File: config.mk
export PLATFORM = sky130hd
export DESIGN_NAME = sha_msg_schedule
export DESIGN_NICKNAME = d
export VERILOG_FILES = /design/src/rtl/sha_msg_schedule.sv
export SDC_FILE = /design/constraint.sdc
export NUM_CORES = 1
export LEC_CHECK = 0
export CORE_ASPECT_RATIO = 1.75
export CORE_MARGIN = 2
export CORE_UTILIZATION = 60
export CTS_BUF_LIST = sky130_fd_sc_hd__clkbuf_4 sky130_fd_sc_hd__clkbuf_8
export CTS_CLUSTER_DIAMETER = 30
export DETAILED_ROUTE_END_ITERATION = 7
export PLACE_DENSITY = 0.78
export SYNTH_ARGS = -nofsm -noshare
export SYNTH_HDL_FRONTEND = slang
export SYNTH_SLANG_ARGS = --single-unit
File: constraint.sdc
create_clock -name clk -period 4.66 [get_ports clk]
set_clock_uncertainty 0.05 [all_clocks]
set_input_delay 0.699 -clock clk [delete_from_list [all_inputs] [get_ports clk]]
set_output_delay 0.699 -clock clk [all_outputs]
set_load 0.02 [all_outputs]
File: src/rtl/sha_msg_schedule.sv
// SHA-2 message-schedule expander: loads a 16-word block, then streams W[0..ROUNDS-1].
// WIDTH selects the SHA-256 (32) or SHA-512 (64) small-sigma functions.
module sha_msg_schedule #(
  parameter int WIDTH  = 32,
  parameter int ROUNDS = 64
) (
  input  logic             clk,
  input  logic             rst_n,
  input  logic             abort,
  input  logic             in_valid,
  output logic             in_ready,
  input  logic [WIDTH-1:0] in_word,
  output logic             w_valid,
  input  logic             w_ready,
  output logic [WIDTH-1:0] w_out,
  output logic [6:0]       w_idx,
  output logic             w_last
);

  localparam logic [0:0] LOAD = 1'b0;
  localparam logic [0:0] EMIT = 1'b1;

  localparam logic [6:0] LAST = 7'(ROUNDS - 1);

  localparam int S0A = (WIDTH == 64) ? 1  : 7;
  localparam int S0B = (WIDTH == 64) ? 8  : 18;
  localparam int S0C = (WIDTH == 64) ? 7  : 3;
  localparam int S1A = (WIDTH == 64) ? 19 : 17;
  localparam int S1B = (WIDTH == 64) ? 61 : 19;
  localparam int S1C = (WIDTH == 64) ? 6  : 10;

  function automatic logic [WIDTH-1:0] rotr(
    input logic [WIDTH-1:0] x,
    input int               n
  );
    return (x >> n) | (x << (WIDTH - n));
  endfunction

  function automatic logic [WIDTH-1:0] sig0(
    input logic [WIDTH-1:0] x
  );
    return rotr(x, S0A) ^ rotr(x, S0B) ^ (x >> S0C);
  endfunction

  function automatic logic [WIDTH-1:0] sig1(
    input logic [WIDTH-1:0] x
  );
    return rotr(x, S1A) ^ rotr(x, S1B) ^ (x >> S1C);
  endfunction

  logic [0:0]       state;
  logic [3:0]       load_cnt;
  logic [WIDTH-1:0] win [16];
  logic [WIDTH-1:0] nxt;
  logic             load_hs;
  logic             emit_hs;

  assign in_ready = (state == LOAD);
  assign w_valid  = (state == EMIT);
  assign load_hs  = in_valid && in_ready;
  assign emit_hs  = w_valid && w_ready;
  assign w_out    = win[0];
  assign w_last   = w_valid && (w_idx == LAST);

  // win[0] is W[t], so the new tail entry is W[t+16]
  assign nxt = sig1(win[14]) + win[9]
             + sig0(win[1]) + win[0];

  always_ff @(posedge clk or negedge rst_n) begin
    if (!rst_n) begin
      state    <= LOAD;
      load_cnt <= 4'd0;
      w_idx    <= 7'd0;
      for (int i = 0; i < 16; i++) begin
        win[i] <= '0;
      end
    end else if (abort) begin
      state    <= LOAD;
      load_cnt <= 4'd0;
      w_idx    <= 7'd0;
    end else begin
      unique case (1'b1)
        load_hs: begin
          win[load_cnt] <= in_word;
          load_cnt      <= load_cnt + 4'd1;
          if (load_cnt == 4'd15) begin
            state <= EMIT;
            w_idx <= 7'd0;
          end
        end
        emit_hs: begin
          for (int i = 0; i < 15; i++) begin
            win[i] <= win[i+1];
          end
          win[15] <= nxt;
          w_idx   <= w_idx + 7'd1;
          if (w_idx == LAST) begin
            state    <= LOAD;
            load_cnt <= 4'd0;
            w_idx    <= 7'd0;
          end
        end
        default: ;
      endcase
    end
  end

endmodule

== Word level (Yosys, flattened, before mapping) ==
Index checks and enable logic that the tools add are counted.

* Register bits: 524
* Latch bits: 0
* Bits in writable memories: 0
* Memory bits (read-only): 0
* Input bits: 37
* Output and inout port bits: 42
* Word-level logic and storage cells: 66
* Memories kept: 0

* Add/subtract/negate cells: 5
* Multiply operators: 0
* Div/mod/pow operators: 0
* $lt $le $gt $ge: 2
* Equal/unequal tests: 4
* Shift operators: 0
* Multiplexer cells: 15
* Bitwise gates (word level): 11
* Reductions and logical operators: 10

{| class="wikitable"
|+ Operators with widths
! cell !! number
|-
| $pmux 512 s2 || 1
|-
| $bwmux 512 || 1
|-
| $demux 32 s4 || 1
|-
| $add 32x32->32 || 3
|-
| $xor 32x32->32 || 2
|-
| $mux 32 || 1
|-
| $or 13x32->32 || 1
|-
| $or 14x32->32 || 1
|-
| $or 15x32->32 || 1
|-
| $or 25x32->32 || 1
|-
| $xor 32x22->32 || 1
|-
| $xor 32x29->32 || 1
|-
| $mux 7 || 3
|-
| $pmux 7 s2 || 1
|-
| $mux 4 || 2
|-
| $pmux 4 s2 || 1
|-
| $add 7x1->7 const B || 1
|-
| $eq 7x6->1 const B || 1
|-
| $ne 3x2->1 const B || 2
|-
| $reduce_and 2->1 || 3
|-
| $ge 5x5->1 const B || 1
|-
| $lt 5x1->1 const B || 1
|-
| $not 4->5 || 1
|-
| $add 4x1->4 const B || 1
|-
| 8 further kinds || 14
|}

== Longest topological paths before layout ==
* Depth in word-level cells: 7
* Gate-level depth with buffers: 15
* Mapped depth without buffers: 14

== Worst setup path after synthesis ==
No wires, ideal clock.

* Kind: flip-flop to flip-flop
* From: register win[50] (netlist bit)
* To: register win[17] (netlist bit)
* Library setup time: 126 ps
* Arrival: 3739 ps
* Path slack: 746 ps
* Cell stages (with the launch flop): 16
* Cell sequence: dfrtp_1 > clkbuf_1 > xor2_1 > xnor2_1 > fa_1 > inv_1 > fa_1 > ha_1 > fa_1 > a211oi_1 > o21ai_0 > a221oi_2 > o21ai_0 > xor2_1 > a221oi_1 > nor2_1

* Word-level cells in the longest chain between the ends: 7

{| class="wikitable"
|+ RTL lines
! what !! RTL line !! source
|-
| start, declared || 53 || <nowiki>logic [WIDTH-1:0] win [16];</nowiki>
|-
| start signal, assigned by index || 84 || <nowiki>win[load_cnt] <= in_word;</nowiki>
|-
| start signal, assigned by index || 93 || <nowiki>win[i] <= win[i+1];</nowiki>
|-
| $or 15x32->32 || 36 || <nowiki>return (x >> n) | (x << (WIDTH - n));</nowiki>
|-
| $xor 32x32->32 || 48 || <nowiki>return rotr(x, S1A) ^ rotr(x, S1B) ^ (x >> S1C);</nowiki>
|-
| $xor 32x22->32 * || 48 ||
|-
| $add 32x32->32 * || 66 || <nowiki>assign nxt = sig1(win[14]) + win[9]</nowiki>
|-
| $add 32x32->32 * (2 in series) || 67 || <nowiki>+ sig0(win[1]) + win[0];</nowiki>
|-
| $pmux 512 s2 * || 82 || <nowiki>unique case (1'b1)</nowiki>
|}

Every way passes the cells marked *; elsewhere a longest branch is shown, timed or not.
A chain may end at the register's enable or synchronous reset.

== Final worst setup path ==
* From: register win[461] (netlist bit)
* To: register win[22] (netlist bit)

* Word-level cells in the longest chain between the ends: 6

{| class="wikitable"
|+ RTL lines
! what !! RTL line !! source
|-
| $or 25x32->32 || 36 ||
|-
| $xor 32x32->32 || 42 || <nowiki>return rotr(x, S0A) ^ rotr(x, S0B) ^ (x >> S0C);</nowiki>
|-
| $xor 32x29->32 * || 42 ||
|-
| $add 32x32->32 * (2 in series) || 67 ||
|-
| $pmux 512 s2 * || 82 ||
|}

Marks and branches as above.

==> results.yml <==
run_status:
  status: "finished, violations left"
  failed_checks: "hold timing"
yosys:
  synth_seq_cells: 524
  yosysWarningCount: 0
  synth_edf_count: 0
  synth-seq-area-share_pct: 46.3
  ys.flop_type: "dfrtp_1"
  synthArstFlopShare_pct: 100
  ys_top_cells_by_area: "dfrtp_1, a22oi_1, o21ai_0"
  syn_nets: 3228
  yosysUniqueCellTypes: 69
  synth_top_area_cell: "dfrtp_1"
  synth.avg_cell_area_sq_um: 9.15
  syn_inst: 3093
  syn_area_sq_mm: 0.0283
  synth_top_area_share_pct: 46.3
route:
  wl_met3_microns: 6840
  vias: 23800
  avgViaCountPerCell: 6.57
  drt_wl_total_microns: 92400
  wl_met1_microns: 35300
  wl_per_cell_microns: 25.5
  highest_layer: "met5"
  post-route-drc-count: 0
  ant_nets: 0
  firstDrtPassIters: 7
  wl_met2_microns: 43500
  drt_iter0_drc: 2478
place:
  dpl_worst_slack_ps: 99.4
  gp_congestion: 1.04
  port_buffers: 78
  hpwl_microns: 64200
  place_area_sq_mm: 0.0291
job:
  drv_cap: 0
timing:
  fmax_mhz: 222
  hold_viol: 13
  rsz0062_at_grt: "no"
  setup_viol: 0
  period_needed_ps: 4510
  worstMarginPinSlew_ps: 1320
  fin_ws_ps: 150
  maxSlewViolCount: 0
  period_share_pct: 96.8
  relSlewSlack_pct: 11.2
  hold_ws_ps: -33.2
  fin_tns_setup_ps: 0
global_route:
  first_global_vias: 23100
  antenna_found_initial: 2
  grt_pass1_wl_microns: 142000
  grt_max_degree: 212
  grt_overflow: 0
  grtUsageTotal_pct: 37.9
clock_network:
  numCtsBuffers: 91
  clock-root-buffer: "clkbuf_8"
  clk_latency_ps: 690
  cts_hold_buf: 0
  path_clk_slew_ps: 70
  clock_sinks: 524
  clockBufferDepth: 3
  htree_levels: 3
  cts_tree: "built"
worst_setup_path:
  end_kind: "flip-flop"
  critPathLaunchType: "flip-flop"
  path_max_fanout: 5
  criticalPathCategory: "reg -> reg"
  critPathArrivalTime_ps: 5080
  r2r_start: "win[461]"
  reg2reg_to: "win[22]"
  r2r_cells: 12
  r2r_slack_ps: 150
  crit_required_ps: 5230
worst_hold_path:
  min_path_type: "in -> async"
floorplan:
  die_y_microns: 291
  design.portCount: 79
  die_w_microns: 168
  core_area_sq_mm: 0.0468
  initial_core_util_pct: 60.5
  placementRows: 105
  die_area_sq_mm: 0.0490
final_layout:
  fin_nets: 3098
  area_growth_pct: 10.1
  mostFrequentLayoutCells: "dfrtp_1, nand2_1, o21ai_0"
  drive_gt1_share_pct: 9.24
  design_area_sq_mm: 0.0312
  fillers: 3789
  layout_commonest_cell: "dfrtp_1"
  finish.utilization_pct: 66.6
power:
  switching_share_pct: 35.5
  seq_power_share_pct: 35.4
  powerDensity_mw_per_mm2: 448
  comb_power_share_pct: 30.2
  p_leak_nw: 13.1
  p_sw_mw: 4.96
  clkPwrFrac_pct: 34.4
  total_power_mw: 14.0
  internal_power_mw: 9.00
  ir_drop_mv: 0.256
-- synth_stat cells, drive strengths merged, types with 57 or more instances --
cell type / count
a21oi: 123
a221oi: 72
a22oi: 422
buf: 73
clkbuf: 307
dfrtp: 524
fa: 62
inv: 128
nand2: 478
nor2: 73
o21ai: 459
xnor2: 82
xor2: 57
-- metal layers --
layer	track usage, %	vias up
li1	-	10500
met3	7.06	248
met5	0	-
met2	59.6	1134
met4	24.2	2
met1	48.5	11900
-- power by group through the flow --
stage               clock, mW  combinational, mW  sequential [mW]
finish                   4.80               4.22             4.94
global route             5.04               4.64             4.94
detailed placement          0               4.14             5.01
CTS                      4.84               4.16             4.93
global placement            0               4.12             5.01
floorplan                   0               3.02             4.86
-- registers in the layout, indices dropped and copies added (netlist names) --
| name | flops |
|---|---|
| w_out | 32 |
| load_cnt | 4 |
| w_idx | 7 |
| w_valid | 1 |
| win | 480 |
-- metrics by stage --
step | instances | hold WS (ps)
4_1_cts | 3619 | 11.5
5_1_grt | 3620 | 30.4
3_5_place_dp | 3458 | 420
2_1_floorplan | 3093 | 353
3_3_place_gp | 3458 | 411
6_report | 3620 | -33.2
-- worst max-delay path: stages (launching register included) --
cell      delay [ps]
dfrtp_1          710
xor2_1           600
xnor2_1          310
fa_1             590
inv_1             40
ha_1             360
nand4_1          190
nor3_1           190
o21ai_0          250
a211oi_2         460
o21ai_2          190
or4_1            420
nand3_1           80
-- logic make-up (layout without fill, tap and decap cells) --
family,after synthesis,in the layout,share of synthesized area (%)
flip-flops,524,524,46.3
other,0,1,0
XOR/XNOR,139,139,4.30
AND/OR/NAND/NOR,678,678,10.1
multiplexers,6,6,0.221
AO/OA/AOI/OAI,1140,1140,25.8
adder cells (fa/ha/maj),98,98,5.98
buffers and inverters,508,446,7.33
-- what timing repair did --
| action | in CTS | in global routing |
|---|---|---|
| setup buffers | 0 | 0 |
| endpoints found under the setup margin | 0 | 6 |
| resized for setup | 0 | 3 |
-- layout make-up --
type / count / area [sq um] / area share [%]
multi-input combinational: 2061 / 13300 / 42.7
sequential: 524 / 13100 / 42.1
clock buffer: 126 / 1620 / 5.20
timing repair buffer: 157 / 1450 / 4.67
tap: 588 / 736 / 2.36
inverter: 128 / 480 / 1.54
clock inverter: 35 / 449 / 1.44
antenna: 1 / 2.50 / 0.00803
-- how the worst max path moves through the flow --
stage / from / to / slack (ps) / depth (start not counted)
3_3_place_gp: win[46] / win[28] / 170 / 15
2_1_floorplan: win[50] / win[17] / 750 / 15
5_1_grt: win[43] / win[17] / 4 / 15
4_1_cts: win[46] / win[28] / 120 / 15
3_5_place_dp: win[46] / win[28] / 100 / 15
6_report: win[461] / win[22] / 150 / 12
No activity file was read; power rests on OpenSTA's default activity.
